File: src/rtl/io_port_hub.sv
// CPU-facing I/O hub: 7-segment output, switch input with debounced Confirm handshake,
// and keyboard byte FIFO, all completing through a one-cycle Ack strobe.
module io_port_hub #(
    parameter int DATA_W   = 32,
    parameter int SW_W     = 18,
    parameter int DIGITS   = 8,
    parameter int KB_DEPTH = 8,
    parameter int DEB_CYC  = 4
) (
    input  logic                Clock,
    input  logic                Reset,
    input  logic                Enable,
    input  logic [1:0]          IO,
    input  logic [DATA_W-1:0]   Data_Out_Value,
    output logic [DATA_W-1:0]   Data_In,
    input  logic [SW_W-1:0]     Raw_Input,
    input  logic                Confirm,
    input  logic [7:0]          Kb_Byte,
    input  logic                Kb_Valid,
    output logic                Interrupt,
    output logic                Ack,
    output logic                Kb_Empty,
    output logic                Kb_Overflow,
    output logic [7*DIGITS-1:0] Display
);

    localparam int PTR_W = $clog2(KB_DEPTH);
    localparam int CNT_W = $clog2(KB_DEPTH + 1);
    localparam int DEB_W = (DEB_CYC > 1) ? $clog2(DEB_CYC) : 1;

    typedef enum logic [2:0] {IDLE, SW_PRESS, SW_RELEASE, KB_WAIT, DONE} state_t;

    function automatic logic [6:0] hex7(input logic [3:0] v);
        case (v)
            4'h0: hex7 = 7'b1000000;
            4'h1: hex7 = 7'b1111001;
            4'h2: hex7 = 7'b0100100;
            4'h3: hex7 = 7'b0110000;
            4'h4: hex7 = 7'b0011001;
            4'h5: hex7 = 7'b0010010;
            4'h6: hex7 = 7'b0000010;
            4'h7: hex7 = 7'b1111000;
            4'h8: hex7 = 7'b0000000;
            4'h9: hex7 = 7'b0010000;
            4'hA: hex7 = 7'b0001000;
            4'hB: hex7 = 7'b0000011;
            4'hC: hex7 = 7'b1000110;
            4'hD: hex7 = 7'b0100001;
            4'hE: hex7 = 7'b0000110;
            default: hex7 = 7'b0001110;
        endcase
    endfunction

    state_t                         state_q, state_d;
    logic [1:0]                     sync_q, sync_d;
    logic                           level_q, level_d;
    logic [DEB_W-1:0]               deb_cnt_q, deb_cnt_d;
    logic                           deb_flip;
    logic [DATA_W-1:0]              data_in_q, data_in_d;
    logic [DIGITS-1:0][6:0]         disp_q, disp_d;
    logic                           ack_q, ack_d;
    logic [KB_DEPTH-1:0][7:0]       mem_q, mem_d;
    logic [PTR_W-1:0]               wr_ptr_q, wr_ptr_d, rd_ptr_q, rd_ptr_d;
    logic [CNT_W-1:0]               count_q, count_d;
    logic                           empty_q, empty_d;
    logic                           ovf_q, ovf_d;
    logic                           pop, push, full;

    // deb_flip marks the cycle in which the debounced level is about to change,
    // so the FSM reacts on the same edge that the level updates.
    always_comb begin
        sync_d    = {sync_q[0], Confirm};
        level_d   = level_q;
        deb_cnt_d = deb_cnt_q;
        deb_flip  = 1'b0;
        if (sync_q[1] == level_q) begin
            deb_cnt_d = '0;
        end else if (deb_cnt_q == DEB_W'(DEB_CYC - 1)) begin
            deb_flip  = 1'b1;
            level_d   = sync_q[1];
            deb_cnt_d = '0;
        end else begin
            deb_cnt_d = deb_cnt_q + DEB_W'(1);
        end
    end

    always_comb begin
        state_d   = state_q;
        data_in_d = data_in_q;
        disp_d    = disp_q;
        pop       = 1'b0;
        case (state_q)
            IDLE: begin
                if (Enable) begin
                    case (IO)
                        2'd0: begin
                            for (int i = 0; i < DIGITS; i++) begin
                                disp_d[i] = hex7(Data_Out_Value[4*i +: 4]);
                            end
                            state_d = DONE;
                        end
                        2'd1: state_d = SW_PRESS;
                        2'd2: begin
                            if (count_q != '0) begin
                                pop       = 1'b1;
                                data_in_d = DATA_W'(mem_q[rd_ptr_q]);
                                state_d   = DONE;
                            end else begin
                                state_d = KB_WAIT;
                            end
                        end
                        default: state_d = DONE;
                    endcase
                end
            end
            SW_PRESS: begin
                if (!Enable) begin
                    state_d = IDLE;
                end else if (deb_flip && sync_q[1]) begin
                    data_in_d = DATA_W'($signed(Raw_Input));
                    state_d   = SW_RELEASE;
                end
            end
            SW_RELEASE: begin
                if (!Enable) begin
                    state_d = IDLE;
                end else if (deb_flip && !sync_q[1]) begin
                    state_d = DONE;
                end
            end
            KB_WAIT: begin
                if (!Enable) begin
                    state_d = IDLE;
                end else if (count_q != '0) begin
                    pop       = 1'b1;
                    data_in_d = DATA_W'(mem_q[rd_ptr_q]);
                    state_d   = DONE;
                end
            end
            default: begin
                if (!Enable) begin
                    state_d = IDLE;
                end
            end
        endcase
        ack_d = (state_d == DONE) && (state_q != DONE);
    end

    // A full FIFO still accepts a push when a pop frees a slot on the same edge.
    always_comb begin
        full     = (count_q == CNT_W'(KB_DEPTH));
        push     = Kb_Valid && (!full || pop);
        mem_d    = mem_q;
        wr_ptr_d = wr_ptr_q;
        rd_ptr_d = rd_ptr_q;
        count_d  = count_q;
        ovf_d    = ovf_q;
        if (push) begin
            mem_d[wr_ptr_q] = Kb_Byte;
            wr_ptr_d        = wr_ptr_q + PTR_W'(1);
        end
        if (pop) begin
            rd_ptr_d = rd_ptr_q + PTR_W'(1);
        end
        if (push && !pop) begin
            count_d = count_q + CNT_W'(1);
        end else if (pop && !push) begin
            count_d = count_q - CNT_W'(1);
        end
        if (Kb_Valid && full && !pop) begin
            ovf_d = 1'b1;
        end
        empty_d = (count_d == '0);
    end

    always_ff @(posedge Clock or posedge Reset) begin
        if (Reset) begin
            state_q   <= IDLE;
            sync_q    <= '0;
            level_q   <= 1'b0;
            deb_cnt_q <= '0;
            data_in_q <= '0;
            disp_q    <= {DIGITS{7'b1000000}};
            ack_q     <= 1'b0;
            mem_q     <= '0;
            wr_ptr_q  <= '0;
            rd_ptr_q  <= '0;
            count_q   <= '0;
            empty_q   <= 1'b1;
            ovf_q     <= 1'b0;
        end else begin
            state_q   <= state_d;
            sync_q    <= sync_d;
            level_q   <= level_d;
            deb_cnt_q <= deb_cnt_d;
            data_in_q <= data_in_d;
            disp_q    <= disp_d;
            ack_q     <= ack_d;
            mem_q     <= mem_d;
            wr_ptr_q  <= wr_ptr_d;
            rd_ptr_q  <= rd_ptr_d;
            count_q   <= count_d;
            empty_q   <= empty_d;
            ovf_q     <= ovf_d;
        end
    end

    assign Interrupt   = (state_q == SW_PRESS) || (state_q == SW_RELEASE) || (state_q == KB_WAIT);
    assign Ack         = ack_q;
    assign Data_In     = data_in_q;
    assign Display     = disp_q;
    assign Kb_Empty    = empty_q;
    assign Kb_Overflow = ovf_q;

endmodule

File: config.mk
export PLATFORM = sky130hd
export DESIGN_NAME = io_port_hub
export DESIGN_NICKNAME = d
export VERILOG_FILES = /design/src/rtl/io_port_hub.sv
export SDC_FILE = /design/constraint.sdc
export NUM_CORES = 1
export LEC_CHECK = 0
export CAP_MARGIN = 25
export CORE_ASPECT_RATIO = 1.25
export CORE_MARGIN = 8
export CORE_UTILIZATION = 30
export CTS_CLUSTER_DIAMETER = 60
export DETAILED_ROUTE_END_ITERATION = 10
export DONT_BUFFER_PORTS = 1
export PLACE_DENSITY = 0.48
export REMOVE_ABC_BUFFERS = 1
export SLEW_MARGIN = 20
export SYNTH_ARGS = -nofsm -noshare
export SYNTH_HDL_FRONTEND = slang
export SYNTH_SLANG_ARGS = --single-unit
File: constraint.sdc
create_clock -name Clock -period 6.71 [get_ports Clock]
set_input_delay 1.0065 -clock Clock [delete_from_list [all_inputs] [get_ports Clock]]
set_output_delay 1.0065 -clock Clock [all_outputs]
set_load 0.05 [all_outputs]
==> results.cfg <==
[outcome]
status = finished clean

[critical_path]
path_delay_family = flip-flops
crit_chain = buf_16
crit_fanout = 9
cp-end-kind = output port
max_stage_delay_ns = 1.11
crit_type = flop to output port
path_buf_inv = 1
cpMaxStageDelayCell = dfrtp_4
critPathLaunchType = flop
reg2reg_slack_ns = 4.21
cp.required_ns = 5.70
arrival_ns = 2.01

[synth]
synth_cell_types = 55
yosys_warnings = 0
synth_cells = 795
synth-edff-count = 0
ys.flop_type = dfrtp_1
async_flop_share = 1.00
syn_avg_cell_area_um2 = 11.2
seq_area_frac_synth = 0.446
synth_area_um2 = 8940
synth_seq_cells = 159

[cells_and_area]
fillers = 2987
areaGrowthSynthToFinish_pct = 9.80
insertedDiodeCount = 0
final_util = 0.334
layout.nets = 885
drive_gt1_frac = 0.238

[drt]
routed_wl_um = 19600
drc = 0
ant_nets = 0
wl_per_cell_um = 16.8
vias_per_cell = 4.74
first_iter_violations = 275
num_vias = 5554
drt-pass1-iter-count = 4

[clocking]
cts_root_buffer = clkbuf_16
clkSlewWorstSetupHoldPaths_ns = 0.07
cts-resized-gates = 0
cts.sink_count = 159
htree_levels = 4
post_cts_buffers = 0
clk_path_buf_depth = 2
cts_buffers = 17
cts_tree = built
clk_latency_ns = 0.42
cts_hold_buffers = 0

[placement]
io_buffers = 0
gp_congestion = 0.755
hpwlAfterDp_um = 13700
place_ws_ns = 3.43

[timing]
fin_skew_ns = 0.00837
fin_crit_ns = 3.01
finalSetupViolations = 0
hold_viol_final = 0
finalSetupTns_ns = 0
setup_slack_ns = 3.70
drv_slew = 0
tightest_slew_ns = 1.02
rsz0062_at_grt = false
slew_headroom = 0.318
fin_crit_sh = 0.449
max_freq_mhz = 332

[die]
die_h_um = 209
core_um2 = 29300
num_rows = 70
initial_core_util = 0.305
die_x_um = 170
num_io_pins = 157
dieArea_um2 = 35600

[power_and_ir_drop]
leakagePower_nw = 4.26
pwr_density_cell_nw_per_um2 = 408
peakVddDrop_v = 0.000162

[grt]
grt_pass1_wl_um = 32300
grt_pass1_vias = 5775
grt.total_usage = 0.114
grt_max_degree = 90
overflow = 0
antenna_found_initial = 0

[flow_run]
cap_viol_max_count = 0

[hold_path]
min_path_type = flop to flop
[where the power goes]
part | switching (W) | internal (W) | leakage (nW) | total [W]
logic | 0.000407 | 0.000572 | 2.03 | 0.000979
registers | 0.000746 | 0.00132 | 1.96 | 0.00207
clock network | 0.000430 | 0.000529 | 0.269 | 0.000959
total | 0.00158 | 0.00242 | 4.26 | 0.00400
[Yosys cell counts (2+ instances only)]
library cell	number	area, um2
and3b_1	7	61.3
clkbuf_1	26	97.6
dfstp_2	9	236
nand3_1	15	75.1
nor3b_1	2	15.0
mux4_2	24	541
nand2b_1	6	37.5
a31oi_1	2	12.5
nor3_1	11	55.1
a21boi_0	2	15.0
nand3b_1	2	15.0
mux2i_1	34	340
nand4_2	2	25.0
a22oi_1	8	60.1
nor2b_1	5	31.3
o21ai_0	73	365
o21a_1	2	15.0
nand2_1	80	300
xor2_1	2	17.5
nor4b_1	2	17.5
nor4b_4	3	71.3
buf_2	5	25.0
xnor2_1	5	43.8
nor2_1	32	120
dfrtp_1	150	3750
inv_1	43	161
buf_4	15	113
mux2_2	97	1090
buf_1	10	37.5
nand4b_2	2	30.0
a32oi_1	8	70.1
ha_1	57	713
or2_2	2	12.5
a21oi_1	31	155
[worst register-to-register path: stages, from the launching register on]
cell     delay, ns
dfrtp_1       0.39
inv_1         0.14
ha_1          0.22
nor3b_1       0.78
or2_2         0.25
a21oi_2       0.05
buf_4         0.22
mux2_2        0.33
[registers in the layout (all words and copies together), names as in the netlist]
register     cells
Ack              1
Display         56
count_q          4
Data_In         18
rd_ptr_q         3
Kb_Overflow      1
mem_q           64
level_q          1
wr_ptr_q         3
state_q          3
deb_cnt_q        2
Kb_Empty         1
sync_q           2
[logic make-up after synthesis]
kind of cell / after synthesis / share of synthesized area
compound gates: 137 / 0.0893
xor+xnor: 7 / 0.00686
simple gates: 179 / 0.106
mux: 156 / 0.222
flops: 159 / 0.446
fa+ha+maj: 57 / 0.0798
buf+inv: 100 / 0.0498
[per-layer routing]
metal / global-route usage / part of all wire
met1: 0.135 / 0.43
met2: 0.185 / 0.48
met3: 0.0479 / 0.084
met4: 0.0333 / 0.010
met5: 0 / 0
[worst paths after layout]
check / to / start / cells past startpoint
setup / recovery: Data_In[17] / Data_In[30]$_DFFE_PP0P_ / 1
hold / removal: sync_q[1]$_DFF_PP0_ / sync_q[0]$_DFF_PP0_ / 0
setup reg to reg: Data_In[6]$_DFFE_PP0P_ / count_q[1]$_DFF_PP0_ / 7
hold reg to reg: sync_q[1]$_DFF_PP0_ / sync_q[0]$_DFF_PP0_ / 0
max in group asynchronous: mem_q[26]$_DFFE_PP0P_ / Reset / 2
min in group asynchronous: Display[23]$_DFFE_PP0P_ / Reset / 1
[per-stage QoR]
step	cells	power, W	hold WS [ns]	instance area [um2]
CTS	1172	0.00408	0.352	9810
global placement	1140	0.00307	0.333	9240
global route	1172	0.00427	0.367	9810
finish	1172	0.00400	0.350	9810
floorplan	738	0.00282	0.331	8650
detailed placement	1140	0.00309	0.337	9240
[cell type report]
class / instances / area (um2) / share of cell area
Multi-Input combinational cell: 536 / 4520 / 0.461
Sequential cell: 159 / 3990 / 0.407
Tap cell: 396 / 495 / 0.0505
Clock buffer: 19 / 443 / 0.0451
Inverter: 43 / 166 / 0.0170
Clock inverter: 13 / 129 / 0.0131
Timing Repair Buffer: 6 / 65.1 / 0.00663
[cell usage in the layout (no fill, tap or decap), drive strengths merged, types with 8 or more instances in the layout]
master  count
dfrtp     150
mux2       98
nand2      80
o21ai      73
ha         57
inv        48
mux2i      34
nor2       33
a21oi      33
mux4       24
clkbuf     19
nand3      15
nor3       11
dfstp       9
a32oi       8
a22oi       8
Power figures use the tool's default switching activity.
